**config.mk**
```make
export PLATFORM = sky130hd
export DESIGN_NAME = xxd_line_sequencer
export DESIGN_NICKNAME = d
export VERILOG_FILES = /design/src/rtl/xxd_line_sequencer.sv
export SDC_FILE = /design/constraint.sdc
export NUM_CORES = 1
export LEC_CHECK = 0
export BUFFER_PORTS_ARGS = -buffer_cell sky130_fd_sc_hd__clkbuf_2
export CORE_MARGIN = 2
export CORE_UTILIZATION = 58
export CTS_BUF_LIST = sky130_fd_sc_hd__clkbuf_4
export DETAILED_ROUTE_END_ITERATION = 10
export MAX_ROUTING_LAYER = met4
export PLACE_DENSITY = 0.79
export REMOVE_ABC_BUFFERS = 1
export SLEW_MARGIN = 0
export SYNTH_ARGS = -nofsm -noshare
export SYNTH_HDL_FRONTEND = slang
export SYNTH_SLANG_ARGS = --single-unit
```
**constraint.sdc**
```tcl
create_clock -name clk -period 3.71 [get_ports clk]
set_clock_uncertainty 0.1 [all_clocks]
set_input_delay 0.371 -clock clk [delete_from_list [all_inputs] [get_ports clk]]
set_output_delay 0.371 -clock clk [all_outputs]
set_load 0.05 [all_outputs]
```
**src/rtl/xxd_line_sequencer.sv**
```systemverilog
// xxd-style line sequencer: buffers one line of input bytes, then emits
// "<offset>: <hex column>  <ascii column>\n" one character per cycle.
module xxd_line_sequencer #(
    parameter int BYTES_PER_LINE = 8,
    parameter int OFFSET_DIGITS  = 4
) (
    input  logic       clk,
    input  logic       rst_n,
    input  logic [7:0] in_data,
    input  logic       in_valid,
    input  logic       in_last,
    output logic       in_ready,
    output logic [7:0] out_char,
    output logic       out_valid,
    input  logic       out_ready,
    output logic       busy
);

    localparam int CNT_W = ($clog2(BYTES_PER_LINE + 1) > 3) ? $clog2(BYTES_PER_LINE + 1) : 3;
    localparam int SEL_W = $clog2(BYTES_PER_LINE);
    localparam int OFF_W = 4 * OFFSET_DIGITS;
    localparam logic [CNT_W-1:0] LAST_IDX   = CNT_W'(BYTES_PER_LINE - 1);
    localparam logic [CNT_W-1:0] LAST_DIGIT = CNT_W'(OFFSET_DIGITS - 1);

    typedef enum logic [2:0] {FILL, OFFSET, COLON_SP, HEX, SEP, ASCII, NL} state_t;

    state_t           state, nxt_state;
    logic [CNT_W-1:0] count, idx, nxt_idx, digit_pos;
    logic [1:0]       sub, nxt_sub;
    logic [OFF_W-1:0] offset;
    logic [3:0]       off_digit;
    logic             last_flag;
    logic             buf_we;
    logic [7:0]       sel_byte, nxt_char;
    logic [7:0]       line_buf [BYTES_PER_LINE];

    function automatic logic [7:0] hex_char(input logic [3:0] n);
        return (n < 4'd10) ? 8'h30 + {4'h0, n} : 8'h57 + {4'h0, n};
    endfunction

    // Pointer (state, idx, sub) names the character currently on out_char;
    // sub selects high nibble, low nibble or group separator in HEX.
    always_comb begin
        // NOTE: every always_comb output gets a default first so no path infers a latch.
        nxt_state = state;
        nxt_idx   = idx;
        nxt_sub   = 2'd0;
        case (state)
            FILL: begin
                nxt_state = OFFSET;
                nxt_idx   = '0;
            end
            OFFSET: begin
                if (idx == LAST_DIGIT) begin
                    nxt_state = COLON_SP;
                    nxt_idx   = '0;
                end else nxt_idx = idx + 1'b1;
            end
            COLON_SP: begin
                if (idx != '0) begin
                    nxt_state = HEX;
                    nxt_idx   = '0;
                end else nxt_idx = idx + 1'b1;
            end
            HEX: begin
                if (sub == 2'd0) nxt_sub = 2'd1;
                else if (sub == 2'd1 && idx == LAST_IDX) begin
                    nxt_state = SEP;
                    nxt_idx   = '0;
                end else if (sub == 2'd1 && idx[0]) nxt_sub = 2'd2;
                else nxt_idx = idx + 1'b1;
            end
            SEP: begin
                if (idx != '0) begin
                    nxt_state = ASCII;
                    nxt_idx   = '0;
                end else nxt_idx = idx + 1'b1;
            end
            ASCII: begin
                if (idx + 1'b1 == count) begin
                    nxt_state = NL;
                    nxt_idx   = '0;
                end else nxt_idx = idx + 1'b1;
            end
            default: begin
                nxt_state = FILL;
                nxt_idx   = '0;
            end
        endcase
    end

    always_comb begin
        sel_byte  = line_buf[nxt_idx[SEL_W-1:0]];
        digit_pos = LAST_DIGIT - nxt_idx;
        off_digit = 4'(offset >> {digit_pos, 2'b00});
        nxt_char  = 8'h20;
        case (nxt_state)
            OFFSET:   nxt_char = hex_char(off_digit);
            COLON_SP: if (nxt_idx == '0) nxt_char = 8'h3a;
            HEX: begin
                if (nxt_sub != 2'd2 && nxt_idx < count)
                    nxt_char = hex_char((nxt_sub == 2'd0) ? sel_byte[7:4] : sel_byte[3:0]);
            end
            ASCII:    nxt_char = (sel_byte >= 8'h20 && sel_byte <= 8'h7e) ? sel_byte : 8'h2e;
            NL:       nxt_char = 8'h0a;
            default:  nxt_char = 8'h20;
        endcase
    end

    assign buf_we = (state == FILL) && in_valid && in_ready;

    // NOTE: the line buffer has no reset; clearing count is what discards its contents.
    always_ff @(posedge clk) begin
        if (buf_we) line_buf[count[SEL_W-1:0]] <= in_data;
    end

    // NOTE: sequential state uses non-blocking assignments only.
    always_ff @(posedge clk) begin
        if (!rst_n) begin
            state     <= FILL;
            count     <= '0;
            idx       <= '0;
            sub       <= 2'd0;
            offset    <= '0;
            last_flag <= 1'b0;
            out_char  <= 8'h00;
            out_valid <= 1'b0;
            busy      <= 1'b0;
            in_ready  <= 1'b0;
        end else begin
            case (state)
                FILL: begin
                    in_ready <= 1'b1;
                    if (in_valid && in_ready) begin
                        count <= count + 1'b1;
                        busy  <= 1'b1;
                        if (count == LAST_IDX || in_last) begin
                            state     <= nxt_state;
                            idx       <= nxt_idx;
                            sub       <= nxt_sub;
                            out_char  <= nxt_char;
                            out_valid <= 1'b1;
                            in_ready  <= 1'b0;
                            last_flag <= in_last;
                        end
                    end
                end
                default: begin
                    if (out_valid && out_ready) begin
                        state    <= nxt_state;
                        idx      <= nxt_idx;
                        sub      <= nxt_sub;
                        out_char <= nxt_char;
                        if (state == NL) begin
                            out_valid <= 1'b0;
                            in_ready  <= 1'b1;
                            busy      <= 1'b0;
                            count     <= '0;
                            offset    <= last_flag ? '0 : offset + OFF_W'(count);
                        end
                    end
                end
            endcase
        end
    end

endmodule
```
* After elaboration in Yosys (flattened, before gate mapping)
Memory sizes are Yosys's and may differ from the RTL's.
Index checks and enable logic that the tools add are counted.
** Storage, ports and cells
- Flip-flop bits (word level) :: 41
- Latch bits :: 0
- RAM bits :: 64
- ROM bits :: 0
- Word-level logic and storage cells :: 128
- Memories kept :: 1
** Operators by class
- $add $sub $neg :: 8
- Multiply operators :: 0
- Div/mod/pow operators :: 0
- $lt $le $gt $ge :: 5
- Eq/ne operators :: 19
- Shifts and indexed selects :: 1
- Mux-type cells :: 60
- Bitwise operators :: 1
- Reductions and logical operators :: 23
** Memory list
- line_buf :: words 8, bits a word 8, read ports 1, clocked after memory_dff 0, wr ports 1, line 35 : logic [7:0] line_buf [BYTES_PER_LINE];
** Operators with widths (number)
- 8-bit 2-to-1 mux :: 8
- 4-bit 2-to-1 mux :: 15
- 8-bit case mux with 5 select lines :: 1
- 3-bit 2-to-1 mux :: 10
- 3-bit case mux with 6 select lines :: 1
- 16-bit by 4-bit adder with 16-bit output :: 1
- 7-bit by 4-bit adder with 8-bit output (first input constant) :: 2
- 16-bit 2-to-1 mux :: 1
- 2-bit 2-to-1 mux :: 8
- 4-bit case mux with 4 select lines :: 1
- 16-bit by 6-bit >> shifter with 4-bit output :: 1
- 3-bit == test (second input constant) :: 5
- 6-bit by 4-bit adder with 7-bit output (first input constant) :: 2
- 1-bit 2-to-1 mux :: 14
- 3-bit by 2-bit == test with 1-bit output (second input constant) :: 4
- 3-bit AND reduction :: 4
- 4-bit by 1-bit adder with 4-bit output (second input constant) :: 2
- 4-bit by 3-bit == test with 1-bit output (second input constant) :: 2
- 8-bit by 6-bit greater-or-equal comparator with 1-bit output (second input constant) :: 1
- 8-bit by 7-bit less-or-equal comparator with 1-bit output (second input constant) :: 1
- 1-bit logical AND :: 8
- 4-bit < comparator (second input constant) :: 2
- 3-bit by 1-bit == test with 1-bit output (second input constant) :: 2
- 5-bit 2-to-1 mux :: 1
- other kinds (17) :: 20

* Logic depth before layout (Yosys ltp)
Gate-level depths: netlist (run 1).
- Depth after elaboration :: 15
- Gate-level depth with buffers :: 20

* Least setup slack after synthesis (run 1)
No wires, ideal clock.
- Kind :: reg-to-reg
- From :: reg idx[0]
- To :: reg out_char[1]
- Library setup time :: 77 ps
- Arrival :: 3872 ps
- Path slack :: -339 ps
- Stages on the path, launching flop included :: 18
- Path through :: dfxtp_1 -> buf_2 -> inv_1 -> ha_1 -> xnor2_1 -> nand3_1 -> clkbuf_1 -> o311a_1 -> buf_6 -> a21oi_2 -> buf_2 -> a221oi_1 -> a311oi_1 -> or3_1 -> nand2_1 -> ha_1 -> or3_1 -> a41oi_2
** Between the ends
- Longest elaborated chain between the ends :: 14
- Elaborated cells between the ends (all ways) :: 58
- Classes of those cells :: add/sub: 6; order compare: 5; eq/ne: 9; shift: 1; mux: 29; reduce/logical: 7; memory: 1
** Ends and longest elaborated chain
- from (decl) :: line 28 : logic [CNT_W-1:0] count, idx, nxt_idx, digit_pos;
- from (signal assigned) :: line 139 : idx <= nxt_idx;
- from (signal assigned) :: line 151 : idx <= nxt_idx;
- branches (longest 10 deep; another with 7-bit by 4-bit adder with 8-bit output)
- 8-bit case mux with 5 select lines * :: line 97 : case (nxt_state)
- 8-bit 2-to-1 mux :: line 137 : if (count == LAST_IDX || in_last) begin
- 8-bit 2-to-1 mux :: line 134 : if (in_valid && in_ready) begin
- 8-bit 2-to-1 mux * :: line 131 : case (state)
- to (signal assigned) :: line 141 : out_char <= nxt_char;
- to (signal assigned) :: line 153 : out_char <= nxt_char;
- to (decl) :: line 13 : output logic [7:0] out_char,
Every way passes the cells marked *. The select of a mux whose other input is x is not followed.
A chain may end at the register's enable or synchronous reset.

* Final worst setup path (run 1)
- From :: reg idx[0]
- To :: reg out_char[6]
The elaborated chain is that of the path after synthesis.

==> results.toml, run 1 <==
[run_status]
status = "finished, violations left"
failed_checks = "setup timing"

[clock_tree]
clk_pin_slew_ns = 0.17
clock_h_tree_levels = 3
tritoncts = "built"
clock_insertion_delay_worst_skew_ns = 0.51
clock_sink_count = 105
clockRootBuffer = "clkbuf_4"
cts_inserted_buffers = 9
clockBufferDepth = 2

[floorplan]
std_cell_rows = 37
die-area_sq_um = 11510
floorplan.initialDensity_pct = 59.92
coreArea_sq_um = 10320
ios = 24
floorplan.die.height_um = 107.3
die_w_um = 107.3

[global_route]
global_route.usage.total_pct = 30.41
antenna_found_initial = 0
globalRouteOverflowTotal = 0
grt_start_max_net_pins = 21
wire_length_of_the_first_global_routing_pass_mm = 26.11
first_global_vias = 5120

[final_layout]
final_nets = 747
flow.area_growth_from_synthesis_pct = 21.64
drive_above_1_share_pct = 29.66
finish.utilization_pct = 72.89
postLayoutCellArea_sq_um = 7525
antennaDiodeCount = 0

[yosys]
syn-mean-instance-area_sq_um = 9.866
synth_most_common_cell = "edfxtp_1"
synthTopCellsByArea = "edfxtp_1 (31%), dfxtp_1 (13%), mux2i_1 (3.7%), nor2_1 (3.0%), nand3_1 (2.9%)"
yosys.area.top_type_share_pct = 31.07
synth_top_cells_by_count = "edfxtp_1 (64), nor2_1 (50), nand2_1 (47)"
synth.distinct_cells = 80
dominantRegCellSynth = "edfxtp_1"
synth_enable_flop_cells = 64
seq_area_frac_synth_pct = 44.34
mappedNetlistArea_sq_um = 6186
ys_seq_elements = 105
yosysWarnings = 0
ys_async_sr_fraction_pct = 0
syn-instance-count = 627
netlist.top_cell.by_area = "edfxtp_1"

[power]
static-leakage-power_nw = 2.740
peakVddDrop_mv = 0.3559
power.density_nw_per_um2 = 325.5

[setup_path]
rr_startpoint = "idx[0]"
timing.critical_path.fanout_max = 10
reg2reg_to = "out_char[6]"
arrival_ns = 4.07
rr_worst_depth = 15
critPathKind = "reg -> reg"
worst-endpoint-required_ns = 4.05
nature_of_the_critical_path_startpoint = "register"
worst_setup_path_end_kind = "register"
ff2ff_setup_slack_ns = -0.02

[sta]
worst-slew-pin-transition_ns = 0.6014
finalSetupTns_ns = -0.03436
slew_headroom_pct = 59.66
holdWs_ns = 0.02238
layout_worst_path_cycle_share_pct = 100.5
hold_viol = 0
setup_slack_ns = -0.01892
final_period_minus_worst_setup_slack_ns = 3.729
rsz0062_at_grt = "true"
slew_violations = 0
finalSetupViolations = 2
fmaxAchievable_ghz = 0.2682

[placement]
gp_routability_congestion = 0.9806
placement.cell_area_sq_um = 6960
dp_hpwl_mm = 12.10
port_buffer_count = 23

[worst_hold_path]
whs_path_depth = 1
holdCritStartpoint = "in_data[0]"
hp-class = "in -> reg"
hold_end = "line_buf[3][0]"

[job]
max-cap-violations = 0

[route]
via_per_inst = 6.389
vias = 5501
wl_mm = 17.13
ant_nets = 0
drtIter0Drc = 522
wire_per_inst_um = 19.89
drt-pass1-iter-count = 5
dr_drc_count = 0
## per-stage QoR
step           power [mW]  cells  worst slack (ns)
5_1_grt             2.544    861           -0.1187
3_3_place_gp        1.764    832          -0.01017
4_1_cts             2.360    848          0.008686
3_5_place_dp        1.776    832          -0.06669
6_report            2.449    861          -0.01892
2_1_floorplan       1.573    586           -0.9295
## placed cells by master, fill, tap and decap left out, drive strengths merged, types with 3 or more instances in the layout
master	n
o21ai	39
buf	98
or3	9
and2	5
o22ai	4
clkbuf	34
o211ai	18
mux2i	23
and3	10
nand3	36
dfxtp	41
nor3	15
o311a	4
nor3b	4
inv	19
a22oi	5
ha	13
o31ai	3
nand3b	3
o311ai	17
nand2	48
a211oi	21
a31oi	3
or3b	3
xnor2	11
a21o	3
nor4	15
xor2	8
a21oi	24
mux2	6
nor2b	17
a221oi	3
nand2b	9
a21boi	6
edfxtp	64
nor2	52
## critical path, stage by stage (launching register included)
cell and delay [ns]:
dfxtp_4 0.40, inv_4 0.06, ha_4 0.11, or4b_4 0.51, o22ai_4 0.32, o311a_4 0.33
buf_8 0.15, o211ai_1 0.14, nor4_1 0.34, nor4_2 0.09, buf_4 0.17, buf_4 0.13
o211ai_1 0.14, nor4_2 0.07, or3b_1 0.38, a211oi_2 0.21
## worst max path at each step
stage | start | endpoint | slack (ns) | depth (start not counted)
after floorplan | idx[0] | out_char[1] | -0.93 | 13
after global placement | idx[0] | out_char[2] | -0.01 | 16
after detailed placement | idx[0] | out_char[2] | -0.07 | 16
after CTS | idx[0] | out_char[1] | 0.009 | 14
after global routing | idx[0] | out_char[6] | -0.12 | 15
final | idx[0] | out_char[6] | -0.02 | 15
## cells by family (layout without fill, tap and decap cells)
logic type	Yosys count	after routing	synth area share, %
fa+ha+maj	14	14	2.953
compound gates	168	169	20.15
simple gates	235	235	20.51
flops	105	105	44.34
mux	29	29	4.814
buf+inv	56	153	4.187
xor+xnor	20	20	3.054
## per-layer routing
metal	track usage, %	vias up	share of wire (%)
met3	6.356	40	6.1
met4	11.22	0	3.1
met2	46.93	228	47
li1	-	2573	-
met1	39.84	2660	44
met5	-	-	0
## state kept, by name (all words and copies together) (netlist names)
register   flops
line_buf      64
offset        16
out_char       8
count          4
idx            4
state          3
sub            2
busy           1
in_ready       1
last_flag      1
out_valid      1
## final cells by class
class                   count  area [sq um]
multi-input cells         467          3438
fillers                   759          2799
flip-flops and latches    105          2749
repair buffers            122         965.9
well taps                 136         170.2
clock buffers              10         75.07
inverters                  15         63.81
clock inverters             6         62.56
## report_power, final
| part | leakage, nW | internal (mW) | switching [mW] |
|---|---|---|---|
| combinational | 1.75 | 0.257 | 0.331 |
| clock | 0.0771 | 0.166 | 0.426 |
| sequential | 0.911 | 1.26 | 0.0142 |
| total | 2.74 | 1.68 | 0.771 |
## timing repair
item / 4_1_cts / 5_1_grt
resized for setup: 7 / 68
hold buffers: 0 / 0
pin swaps: 1 / 40
setup endpoints to repair: 5 / 7
cloned: 0 / 2
setup buffers: 0 / 13
Power figures use the tool's default switching activity.
==> inputs of run 2 (changes only) <==
--- a/config.mk
+++ b/config.mk
@@ -12,6 +12,7 @@
 export DETAILED_ROUTE_END_ITERATION = 10
 export MAX_ROUTING_LAYER = met4
 export PLACE_DENSITY = 0.79
+export RECOVER_POWER = 25
 export REMOVE_ABC_BUFFERS = 1
 export SLEW_MARGIN = 0
 export SYNTH_ARGS = -nofsm -noshare
==> results.toml, run 2 (synthesis gave the netlist of run 1 again) <==
[run_status]
status = "finished, violations left"
failed_checks = "setup timing"

[setup_path]
critPathKind = "reg -> reg"
worst_setup_path_end_kind = "register"
worst-endpoint-required_ns = 4.05
rr_worst_depth = 15
arrival_ns = 4.07
nature_of_the_critical_path_startpoint = "register"
timing.critical_path.fanout_max = 6

[placement]
dp_hpwl_mm = 12.10
dp_cells = 832
placement.cell_area_sq_um = 6960
port_buffer_count = 23
gp_routability_congestion = 0.9806

[global_route]
grt_start_max_net_pins = 21
wire_length_of_the_first_global_routing_pass_mm = 26.11
first_global_vias = 5120
antenna_found_initial = 0
globalRouteOverflowTotal = 0
global_route.usage.total_pct = 30.41

[worst_hold_path]
hp-class = "in -> reg"
whs_path_depth = 3

[sta]
setup_slack_ns = -0.02086
layout_worst_path_cycle_share_pct = 100.6
slew_violations = 0
worst-slew-pin-transition_ns = 0.6019
rsz0062_at_grt = "true"
slew_headroom_pct = 59.62
hold_viol = 0
fmaxAchievable_ghz = 0.2680
final_period_minus_worst_setup_slack_ns = 3.731
finalSetupViolations = 2
finalSetupTns_ns = -0.02110

[clock_tree]
tritoncts = "built"
clock_h_tree_levels = 3
cts_inserted_buffers = 9
clock_insertion_delay_worst_skew_ns = 0.52
clockRootBuffer = "clkbuf_4"
clockBufferDepth = 2
clk_pin_slew_ns = 0.17
clock_sink_count = 105

[final_layout]
instances_no_fill = 861
mostFrequentLayoutCell = "buf_4"
finish.utilization_pct = 72.82
n_fill_cell = 764
postLayoutCellArea_sq_um = 7517
flow.area_growth_from_synthesis_pct = 21.52
most-common-layout-cells = "buf_4 (84), edfxtp_1 (64), nor2_1 (49)"
largest_register_ff_count = 64
drive_above_1_share_pct = 28.83
seq_area_sq_um = 2749
antennaDiodeCount = 0
final_nets = 747
multiInputGateArea_sq_um = 3438

[power]
peakVddDrop_mv = 0.3543
p_comb_share_pct = 24.0
static-leakage-power_nw = 2.722
clkPwrFrac_pct = 24.2
netSwitchingFraction_pct = 31.54
power.density_nw_per_um2 = 326.0
internal_power_mw = 1.678
totalPowerFinal_mw = 2.450
p_switching_uw = 772.9
seqPwrFrac_pct = 51.8

[job]
max-cap-violations = 0

[floorplan]
coreArea_sq_um = 10320
floorplan.die.height_um = 107.3
die_w_um = 107.3
floorplan.initialDensity_pct = 59.92
die-area_sq_um = 11510
std_cell_rows = 37
ios = 24

[route]
ant_nets = 0
drt-pass1-iter-count = 5
dr_drc_count = 0
wl_mm = 17.19
drtIter0Drc = 524
via_per_inst = 6.405
wire_per_inst_um = 19.97
vias = 5515
==> run 2: changes by cell type in the layout (fill, tap and decap cells not counted) <==
| cell | before | now |
|---|---|---|
| clkbuf_1 | 0 | 6 |
| clkbuf_2 | 23 | 17 |
==> run 2: power by group through the flow <==
stage / Combinational (mW) / Clock [mW] / Sequential (mW)
6_report: 0.588 / 0.592 / 1.27
2_1_floorplan: 0.254 / 0 / 1.32
4_1_cts: 0.492 / 0.599 / 1.27
3_5_place_dp: 0.481 / 0 / 1.30
5_1_grt: 0.624 / 0.646 / 1.27
3_3_place_gp: 0.471 / 0 / 1.29
==> run 2: worst paths after layout <==
check,startpoint,end,slack [ns]
worst max-delay path,idx[0],out_char[6],-0.02
worst max register to register,idx[0],out_char[6],-0.02
worst min register to register,out_valid,out_valid,0.39
worst min-delay path,in_last,last_flag,0.02
==> run 2: what timing repair did <==
item                                    in CTS  in global routing
buffers inserted                             0                 13
pin swaps                                    1                 40
endpoints found under the setup margin       5                  7
hold buffers                                 0                  0
gates cloned                                 0                  2
gates resized for setup                      7                 68
==> run 2: metal layers <==
metal | share of wire (%) | vias up | global-route usage (%)
met3 | 6.2 | 38 | 6.356
met4 | 2.9 | 0 | 11.22
met1 | 44 | 2664 | 39.84
met2 | 47 | 240 | 46.93
met5 | 0 | - | -
li1 | - | 2573 | -
==> run 2: worst max-delay path, stage by stage (launching register included) <==
cell	delay, ns
dfxtp_4	0.40
inv_4	0.06
ha_4	0.11
or4b_4	0.51
o22ai_4	0.32
buf_8	0.19
o311ai_2	0.12
o211ai_1	0.12
nor4_1	0.07
buf_4	0.15
nor4_4	0.28
buf_4	0.18
nor2_2	0.05
or3b_4	0.39
or3b_1	0.40
a211oi_2	0.21
==> run 2: stage by stage <==
stage | hold slack (ns) | setup WS, ns
3_3_place_gp | 0.3571 | -0.01017
5_1_grt | 0.03523 | -0.1187
4_1_cts | 0.0009053 | 0.008686
3_5_place_dp | 0.3732 | -0.06669
2_1_floorplan | 0.3488 | -0.9295
6_report | 0.02382 | -0.02086
==> run 2: layout make-up <==
class	instances	share of cell area, %
Sequential cell	105	36.57
Clock inverter	6	0.8322
Multi-Input combinational cell	467	45.74
Clock buffer	10	0.9987
Inverter	15	0.8489
Timing Repair Buffer	122	12.75
Tap cell	136	2.264
